**src/rtl/stepper_step_gen_if.sv**
```systemverilog
// Register bus between a host and stepper_step_gen.
//   avs_address   word address: channel = address[AW-1:2], register = address[1:0]
//   avs_write     single-cycle write strobe (no waitrequest)
//   avs_writedata write data
//   avs_read      read strobe
//   avs_readdata  registered read data, valid one clock after avs_read
// Modports: master drives the strobes, slave drives avs_readdata.
interface stepper_step_gen_if #(
  parameter int AW = 3
);
  logic [AW-1:0] avs_address;
  logic          avs_write;
  logic [31:0]   avs_writedata;
  logic          avs_read;
  logic [31:0]   avs_readdata;

  modport master (
    output avs_address, avs_write, avs_writedata, avs_read,
    input  avs_readdata
  );

  modport slave (
    input  avs_address, avs_write, avs_writedata, avs_read,
    output avs_readdata
  );
endinterface

```
**src/rtl/stepper_step_gen.sv**
```systemverilog
// Multi-channel STEP/DIR pulse generator for EasyDriver-style stepper drivers.
// Each channel has its own register set and move FSM; channels share only the bus.
// Ports:
//   clk       system clock, rising edge
//   reset     asynchronous active-high reset
//   bus       register bus (slave side)
//   step      STEP pulse per channel
//   dir       direction per channel (latched direction while moving)
//   enable_n  active-low driver enable per channel (~CTRL.en)
//   irq       registered OR over channels of (done & irq_en)
//
// state   | meaning
// S_IDLE  | no move in progress, step low
// S_SETUP | DIR settling before the first STEP edge, step low
// S_HIGH  | STEP high for one half-period
// S_LOW   | STEP low for one half-period; step count decremented at its end
module stepper_step_gen #(
  parameter int N_CH      = 2,
  parameter int CNT_W     = 24,
  parameter int DIV_W     = 20,
  parameter int SETUP_CYC = 2
) (
  input  logic                clk,
  input  logic                reset,
  stepper_step_gen_if.slave   bus,
  output logic [N_CH-1:0]     step,
  output logic [N_CH-1:0]     dir,
  output logic [N_CH-1:0]     enable_n,
  output logic                irq
);

  // Timer must hold both the setup delay and a half-period reload value.
  localparam int SW    = $clog2(SETUP_CYC + 1);
  localparam int TMR_W = (DIV_W > SW) ? DIV_W : SW;

  typedef enum logic [1:0] {S_IDLE, S_SETUP, S_HIGH, S_LOW} state_t;

  state_t              state_q      [N_CH];
  state_t              state_d      [N_CH];
  logic [TMR_W-1:0]    tmr_q        [N_CH];
  logic [TMR_W-1:0]    tmr_d        [N_CH];
  logic [CNT_W-1:0]    steps_sh_q   [N_CH];
  logic [CNT_W-1:0]    steps_sh_d   [N_CH];
  logic [CNT_W-1:0]    remaining_q  [N_CH];
  logic [CNT_W-1:0]    remaining_d  [N_CH];
  logic [DIV_W-1:0]    period_sh_q  [N_CH];
  logic [DIV_W-1:0]    period_sh_d  [N_CH];
  logic [DIV_W-1:0]    period_act_q [N_CH];
  logic [DIV_W-1:0]    period_act_d [N_CH];
  logic [TMR_W-1:0]    reload       [N_CH];

  logic [N_CH-1:0] en_q, en_d, dir_q, dir_d, irq_en_q, irq_en_d;
  logic [N_CH-1:0] dir_act_q, dir_act_d, done_q, done_d;
  logic [N_CH-1:0] wr_ctrl, wr_steps, wr_period;
  logic [N_CH-1:0] abort_w, start_w, done_set, done_clr;
  logic            irq_q, irq_d;
  logic [31:0]     readdata_q, readdata_d, rd_data;
  int              ch_sel;
  logic [1:0]      reg_sel;

  // Bus decode; an address whose channel field is >= N_CH matches no channel.
  always_comb begin
    ch_sel  = int'(bus.avs_address >> 2);
    reg_sel = bus.avs_address[1:0];
    for (int i = 0; i < N_CH; i++) begin
      wr_ctrl[i]   = bus.avs_write && (ch_sel == i) && (reg_sel == 2'd0);
      wr_steps[i]  = bus.avs_write && (ch_sel == i) && (reg_sel == 2'd1);
      wr_period[i] = bus.avs_write && (ch_sel == i) && (reg_sel == 2'd2);
      // Clearing en on a running channel behaves exactly like abort.
      abort_w[i]   = wr_ctrl[i] && (bus.avs_writedata[4] ||
                                    (en_q[i] && !bus.avs_writedata[0]));
      start_w[i]   = wr_ctrl[i] && bus.avs_writedata[3] && bus.avs_writedata[0] &&
                     !abort_w[i] && (state_q[i] == S_IDLE);
      done_clr[i]  = wr_ctrl[i] && bus.avs_writedata[5];
      // A half-period of 0 runs as 1, so the reload is P-1 floored at 0.
      reload[i]    = (period_act_q[i] == '0) ? '0 :
                     TMR_W'(period_act_q[i] - DIV_W'(1));
    end
  end

  always_comb begin
    state_d      = state_q;
    tmr_d        = tmr_q;
    steps_sh_d   = steps_sh_q;
    remaining_d  = remaining_q;
    period_sh_d  = period_sh_q;
    period_act_d = period_act_q;
    en_d         = en_q;
    dir_d        = dir_q;
    irq_en_d     = irq_en_q;
    dir_act_d    = dir_act_q;
    done_set     = '0;
    for (int i = 0; i < N_CH; i++) begin
      if (wr_ctrl[i]) begin
        en_d[i]     = bus.avs_writedata[0];
        dir_d[i]    = bus.avs_writedata[1];
        irq_en_d[i] = bus.avs_writedata[2];
      end
      // Shadow registers only; a running move keeps its latched copies.
      if (wr_steps[i])  steps_sh_d[i]  = bus.avs_writedata[CNT_W-1:0];
      if (wr_period[i]) period_sh_d[i] = bus.avs_writedata[DIV_W-1:0];

      if (abort_w[i]) begin
        state_d[i] = S_IDLE;
        tmr_d[i]   = '0;
      end else begin
        unique case (state_q[i])
          S_IDLE: begin
            if (start_w[i]) begin
              if (steps_sh_q[i] == '0) begin
                done_set[i] = 1'b1;
              end else begin
                remaining_d[i]  = steps_sh_q[i];
                period_act_d[i] = period_sh_q[i];
                dir_act_d[i]    = bus.avs_writedata[1];
                tmr_d[i]        = TMR_W'(SETUP_CYC - 1);
                state_d[i]      = S_SETUP;
              end
            end
          end
          S_SETUP: begin
            if (tmr_q[i] == '0) begin
              state_d[i] = S_HIGH;
              tmr_d[i]   = reload[i];
            end else begin
              tmr_d[i] = tmr_q[i] - TMR_W'(1);
            end
          end
          S_HIGH: begin
            if (tmr_q[i] == '0) begin
              state_d[i] = S_LOW;
              tmr_d[i]   = reload[i];
            end else begin
              tmr_d[i] = tmr_q[i] - TMR_W'(1);
            end
          end
          S_LOW: begin
            if (tmr_q[i] == '0) begin
              remaining_d[i] = remaining_q[i] - CNT_W'(1);
              if (remaining_q[i] == CNT_W'(1)) begin
                state_d[i]  = S_IDLE;
                done_set[i] = 1'b1;
              end else begin
                state_d[i] = S_HIGH;
                tmr_d[i]   = reload[i];
              end
            end else begin
              tmr_d[i] = tmr_q[i] - TMR_W'(1);
            end
          end
          default: state_d[i] = S_IDLE;
        endcase
      end
    end
  end

  // Set beats clear when both happen in one cycle.
  always_comb begin
    for (int i = 0; i < N_CH; i++) begin
      done_d[i] = done_set[i] ? 1'b1 : (done_clr[i] ? 1'b0 : done_q[i]);
    end
  end

  // irq is computed from next-state values so it tracks done without extra lag.
  always_comb begin
    irq_d = 1'b0;
    for (int i = 0; i < N_CH; i++) begin
      irq_d = irq_d | (done_d[i] & irq_en_d[i]);
    end
  end

  always_comb begin
    rd_data = '0;
    for (int i = 0; i < N_CH; i++) begin
      if (ch_sel == i) begin
        unique case (reg_sel)
          2'd0: rd_data = {29'd0, irq_en_q[i], dir_q[i], en_q[i]};
          2'd1: rd_data = 32'(remaining_q[i]);
          2'd2: rd_data = 32'(period_sh_q[i]);
          default: rd_data = {30'd0, done_q[i], state_q[i] != S_IDLE};
        endcase
      end
    end
    readdata_d = bus.avs_read ? rd_data : readdata_q;
  end

  always_ff @(posedge clk or posedge reset) begin
    if (reset) begin
      for (int i = 0; i < N_CH; i++) begin
        state_q[i]      <= S_IDLE;
        tmr_q[i]        <= '0;
        steps_sh_q[i]   <= '0;
        remaining_q[i]  <= '0;
        period_sh_q[i]  <= '0;
        period_act_q[i] <= '0;
      end
      en_q       <= '0;
      dir_q      <= '0;
      irq_en_q   <= '0;
      dir_act_q  <= '0;
      done_q     <= '0;
      irq_q      <= 1'b0;
      readdata_q <= '0;
    end else begin
      state_q      <= state_d;
      tmr_q        <= tmr_d;
      steps_sh_q   <= steps_sh_d;
      remaining_q  <= remaining_d;
      period_sh_q  <= period_sh_d;
      period_act_q <= period_act_d;
      en_q         <= en_d;
      dir_q        <= dir_d;
      irq_en_q     <= irq_en_d;
      dir_act_q    <= dir_act_d;
      done_q       <= done_d;
      irq_q        <= irq_d;
      readdata_q   <= readdata_d;
    end
  end

  // step decodes straight from the state flop, so reset drops it immediately.
  always_comb begin
    for (int i = 0; i < N_CH; i++) begin
      step[i] = (state_q[i] == S_HIGH);
      dir[i]  = (state_q[i] != S_IDLE) ? dir_act_q[i] : dir_q[i];
    end
  end

  assign enable_n         = ~en_q;
  assign irq              = irq_q;
  assign bus.avs_readdata = readdata_q;

endmodule

```
**src/flat_wrapper.sv**
```systemverilog
// flat-port wrapper written by rule: the top's interface ports become plain ports
module stepper_step_gen_flat 
#(
  parameter int N_CH      = 2,
  parameter int CNT_W     = 24,
  parameter int DIV_W     = 20,
  parameter int SETUP_CYC = 2
)
  (clk, reset, step, dir, enable_n, irq, bus_avs_address, bus_avs_write, bus_avs_writedata, bus_avs_read, bus_avs_readdata);
  stepper_step_gen_if #(.AW((3))) bus_i ();
  input  logic clk;
  input  logic reset;
  output logic [N_CH-1:0] step;
  output logic [N_CH-1:0] dir;
  output logic [N_CH-1:0] enable_n;
  output logic irq;
  input wire logic [$bits(bus_i.avs_address)-1:0] bus_avs_address;
  input wire logic [$bits(bus_i.avs_write)-1:0] bus_avs_write;
  input wire logic [$bits(bus_i.avs_writedata)-1:0] bus_avs_writedata;
  input wire logic [$bits(bus_i.avs_read)-1:0] bus_avs_read;
  output wire logic [$bits(bus_i.avs_readdata)-1:0] bus_avs_readdata;
  assign bus_i.avs_address = bus_avs_address;
  assign bus_i.avs_write = bus_avs_write;
  assign bus_i.avs_writedata = bus_avs_writedata;
  assign bus_i.avs_read = bus_avs_read;
  assign bus_avs_readdata = bus_i.avs_readdata;
  stepper_step_gen #(.N_CH(N_CH), .CNT_W(CNT_W), .DIV_W(DIV_W), .SETUP_CYC(SETUP_CYC)) u_core (.clk(clk), .reset(reset), .bus(bus_i), .step(step), .dir(dir), .enable_n(enable_n), .irq(irq));
endmodule
```
**config.mk**
```make
export PLATFORM = sky130hd
export DESIGN_NAME = stepper_step_gen_flat
export DESIGN_NICKNAME = d
export VERILOG_FILES = /design/src/rtl/stepper_step_gen_if.sv /design/src/rtl/stepper_step_gen.sv /design/src/flat_wrapper.sv
export SDC_FILE = /design/constraint.sdc
export NUM_CORES = 1
export LEC_CHECK = 0
export BUFFER_PORTS_ARGS = -buffer_cell sky130_fd_sc_hd__buf_2
export CORE_MARGIN = 2
export CORE_UTILIZATION = 53
export CTS_CLUSTER_DIAMETER = 120
export DETAILED_ROUTE_END_ITERATION = 8
export MAX_ROUTING_LAYER = met4
export PLACE_DENSITY = 0.71
export SLEW_MARGIN = 10
export SYNTH_ARGS = -nofsm -noshare
export SYNTH_HDL_FRONTEND = slang
export SYNTH_SLANG_ARGS = --single-unit
export TNS_END_PERCENT = 20
```
**constraint.sdc**
```tcl
create_clock -name clk -period 9.9 [get_ports clk]
set_clock_uncertainty 0.2 [all_clocks]
set_input_delay 1.98 -clock clk [delete_from_list [all_inputs] [get_ports clk]]
set_output_delay 1.98 -clock clk [all_outputs]
set_load 0.1 [all_outputs]
```
==> results.toml <==
[sta]
normalized_max_slew_margin_pct = 26.9
clock.fmax_ghz = 0.213
final-hold-violation-count = 0
finalSetupViolations = 0
layout_min_cycle_time_ps = 4690
setup-tns-final_ps = 0
rsz_0062_raised_after_global_routing = "false"
slew_violations = 0
tightest_slew_ps = 1100
fraction_of_the_cycle_the_final_worst_path_needs_pct = 47.3

[pwr]
power.leakage_nw = 6.68
power_density_mw_per_mm2 = 323
max-vdd-ir-drop_mv = 0.195
finalPower_mw = 5.03

[grt]
gr-usage-met1_pct = 39.7
grt_first_pass_wirelength_mm = 62.8
grt_busiest_layer = "met2"
grt_overflow_total = 0
grt_util_all_layers_pct = 29.1
first_global_vias = 11100
grt_antenna_before_repair = 4
grt.met3_usage_pct = 4.05
grt_max_degree = 112
grt_use_met2_pct = 46.0

[cts]
clock-sinks = 255
cts_setup_buffers = 0
cts_hold_buffers = 0
cts.root.buffer_cell = "sky130_fd_sc_hd__clkbuf_16"
cts_htree_levels = 1
worst_setup_hold_path_clk_slew_ps = 60
cts_tree = "built"
postCtsResizedCells = 0
clk-insertion-delay-late_ps = 560
cts_buffers = 28
clock_tree.buffer_depth = 3

[final_layout]
area_delta_synth_final_pct = 11.6
nets = 1472
final.fill_count = 2185
fraction_of_final_layout_cells_sized_beyond_drive_strength_1_pct = 21.6
final_cell_area_mm2 = 0.0156

[critical_path]
crit_start = "bus_avs_address[2]"
timing.critical_path.fanout_max = 48
worst_ep_required_time_ps = 10130
worstRegToRegCells = 6
worst_r2r_startpoint = "u_core.tmr_q[10]"
timing.setup.critical_path_class = "in2reg"
endpoint_kind = "register"
critical_path.startpoint_type = "input port"
crit_arrival_ps = 4920

[route]
dr.first_iter.drc_count = 1081
dr.pass1.iters = 5
wirelength_mm = 39.5
vias_per_cell = 6.53
wire_per_inst_um = 22.3
drt_antenna_net_count = 0
vias = 11600
route.detailed.drc = 0

[placed_design]
finalWeightedCongestion = 0.905
port_buffers = 61
place_area_mm2 = 0.0145
place_hpwl_mm = 27.2

[floorplan]
fp-row-count = 59
ios = 78
start_util_pct = 53.7
die_area_mm2 = 0.0276
dieHeight_um = 166
die_x_um = 166
core_region_area_mm2 = 0.0260

[synth]
syn-mean-instance-area_um2 = 10.1
synthTopCellsByArea = "sky130_fd_sc_hd__dfrtp_1 (46%), sky130_fd_sc_hd__mux2_2 (12%), sky130_fd_sc_hd__a21oi_1 (3.8%), sky130_fd_sc_hd__nand2_1 (2.7%), sky130_fd_sc_hd__o21ai_0 (2.3%)"
flip_flop_and_latch_count_after_synthesis = 255
mappedNetlistArea_mm2 = 0.0140
synth-main-ff-cell = "sky130_fd_sc_hd__dfrtp_1"
synth_edf_count = 0
synth_warnings = 0
synth_top_cell_area_share_pct = 45.7
async_flop_share_pct = 100
post-synth-top-area-cell = "sky130_fd_sc_hd__dfrtp_1"
synth_cells = 1385
post_synth_num_cell_types = 73
seq_area_frac_synth_pct = 45.7

[worst_hold_path]
hold_path_startpoint = "u_core.bus.avs_readdata[8]"
min_path_cells = 1
hp-class = "reg2reg"

[run_status]
run_status = "finished clean"

[run]
maxCapViolations = 0
[worst paths after layout]
check	end	slack, ps
min in group asynchronous	u_core.steps_sh_q[16]	1380
setup / recovery	u_core.remaining_q[43]	5210
setup reg to reg	u_core.remaining_q[23]	6040
hold reg to reg	u_core.bus.avs_readdata[8]	310
max in group asynchronous	u_core.period_act_q[4]	6550
hold / removal	u_core.bus.avs_readdata[8]	310
[cell usage in the layout, fill, tap and decap left out, drive strengths merged, types with 10 or more instances in the layout]
master / synthesis / layout
ha: 22 / 22
or4: 15 / 15
nor4: 40 / 40
nor3b: 10 / 10
inv: 35 / 37
nor3: 38 / 38
o31ai: 11 / 11
a221oi: 21 / 21
dfrtp: 255 / 255
a2bb2oi: 10 / 10
clkbuf: 78 / 36
a21oi: 107 / 107
a31oi: 11 / 11
buf: 14 / 81
nand3: 43 / 43
nand2: 100 / 100
o21ai: 65 / 65
xor2: 23 / 23
o22ai: 26 / 26
nor2: 82 / 82
xnor2: 18 / 18
or3: 21 / 21
a22oi: 19 / 19
nand4: 16 / 16
o22a: 12 / 12
mux2i: 11 / 11
mux2: 154 / 154
o2bb2ai: 11 / 11
[Yosys cell counts (9+ instances only)]
| cell | n |
|---|---|
| sky130_fd_sc_hd__a22oi_1 | 19 |
| sky130_fd_sc_hd__xnor2_1 | 18 |
| sky130_fd_sc_hd__nand4_1 | 16 |
| sky130_fd_sc_hd__a31oi_1 | 11 |
| sky130_fd_sc_hd__or3_1 | 19 |
| sky130_fd_sc_hd__mux2_2 | 154 |
| sky130_fd_sc_hd__o2bb2ai_1 | 11 |
| sky130_fd_sc_hd__o22ai_1 | 26 |
| sky130_fd_sc_hd__xor2_1 | 23 |
| sky130_fd_sc_hd__a2bb2oi_1 | 10 |
| sky130_fd_sc_hd__or4_1 | 15 |
| sky130_fd_sc_hd__dfrtp_1 | 255 |
| sky130_fd_sc_hd__o31ai_1 | 11 |
| sky130_fd_sc_hd__nor2_1 | 82 |
| sky130_fd_sc_hd__ha_1 | 22 |
| sky130_fd_sc_hd__and3_1 | 9 |
| sky130_fd_sc_hd__nor3_1 | 38 |
| sky130_fd_sc_hd__a221oi_1 | 21 |
| sky130_fd_sc_hd__o22a_1 | 12 |
| sky130_fd_sc_hd__o21ai_0 | 64 |
| sky130_fd_sc_hd__a22o_1 | 9 |
| sky130_fd_sc_hd__mux2i_1 | 11 |
| sky130_fd_sc_hd__nor3b_1 | 10 |
| sky130_fd_sc_hd__inv_1 | 35 |
| sky130_fd_sc_hd__nor4_1 | 39 |
| sky130_fd_sc_hd__o211ai_1 | 9 |
| sky130_fd_sc_hd__nand2_1 | 100 |
| sky130_fd_sc_hd__a21oi_1 | 107 |
| sky130_fd_sc_hd__clkbuf_1 | 78 |
| sky130_fd_sc_hd__nand3_1 | 43 |
[worst max-delay path, cell delays in order]
cell	delay (ps)
sky130_fd_sc_hd__buf_2	90
sky130_fd_sc_hd__buf_4	290
sky130_fd_sc_hd__nor4b_2	810
sky130_fd_sc_hd__o21a_1	790
sky130_fd_sc_hd__a2111o_1	620
sky130_fd_sc_hd__a21oi_1	90
sky130_fd_sc_hd__o22a_1	220
[flip-flops by register name, summed over array words and instances (netlist names)]
| name | flops |
|---|---|
| u_core.steps_sh_q | 48 |
| u_core.dir_q | 2 |
| u_core.state_q | 4 |
| u_core.bus.avs_readdata | 24 |
| u_core.period_act_q | 40 |
| u_core.tmr_q | 40 |
| u_core.dir_act_q | 2 |
| u_core.irq | 1 |
| u_core.done_q | 2 |
| u_core.irq_en_q | 2 |
| u_core.remaining_q | 48 |
| u_core.period_sh_q | 40 |
| u_core.en_q | 2 |
[metal layers]
| layer | up-vias | wire length (um) |
|---|---|---|
| met2 | 489 | 18500 |
| met3 | 77 | 2920 |
| met1 | 5747 | 16900 |
| met4 | 0 | 1240 |
| li1 | 5256 | - |
| met5 | - | 0 |
[power by group]
group | total, mW | switching, mW | internal [mW] | leakage (nW)
clock | 1.14 | 0.454 | 0.684 | 0.489
combinational | 2.18 | 1.37 | 0.811 | 3.00
sequential | 1.71 | 0.361 | 1.35 | 3.19
[through the flow]
step	instances	utilization, %	hold WS, ps	worst slack [ps]
after detailed placement	1716	56.0	291	4650
final	1773	59.9	311	5210
after global routing	1773	59.9	325	5040
after global placement	1716	56.0	285	4710
after CTS	1768	59.8	311	5220
after floorplan	1392	-	264	707
[kinds of logic after synthesis]
group | count (synthesis) | synth area share (%)
simple gates | 415 | 15.4
flops | 255 | 45.7
xor+xnor | 41 | 2.57
compound gates | 356 | 17.0
mux | 168 | 13.7
other cells | 1 | 0.0269
fa+ha+maj | 22 | 1.97
buf+inv | 127 | 3.65
[area by class of cell]
type                    instances  area [um2]  area share (%)
diodes                          5        12.5          0.0804
clock buffers                  36         771            4.95
clock inverters                16         236            1.52
inverters                      35         139           0.892
multi-input cells            1010        7160            46.0
flip-flops and latches        255        6380            41.0
well taps                     335         419            2.69
repair buffers                 81         455            2.93
Power figures use the tool's default switching activity.
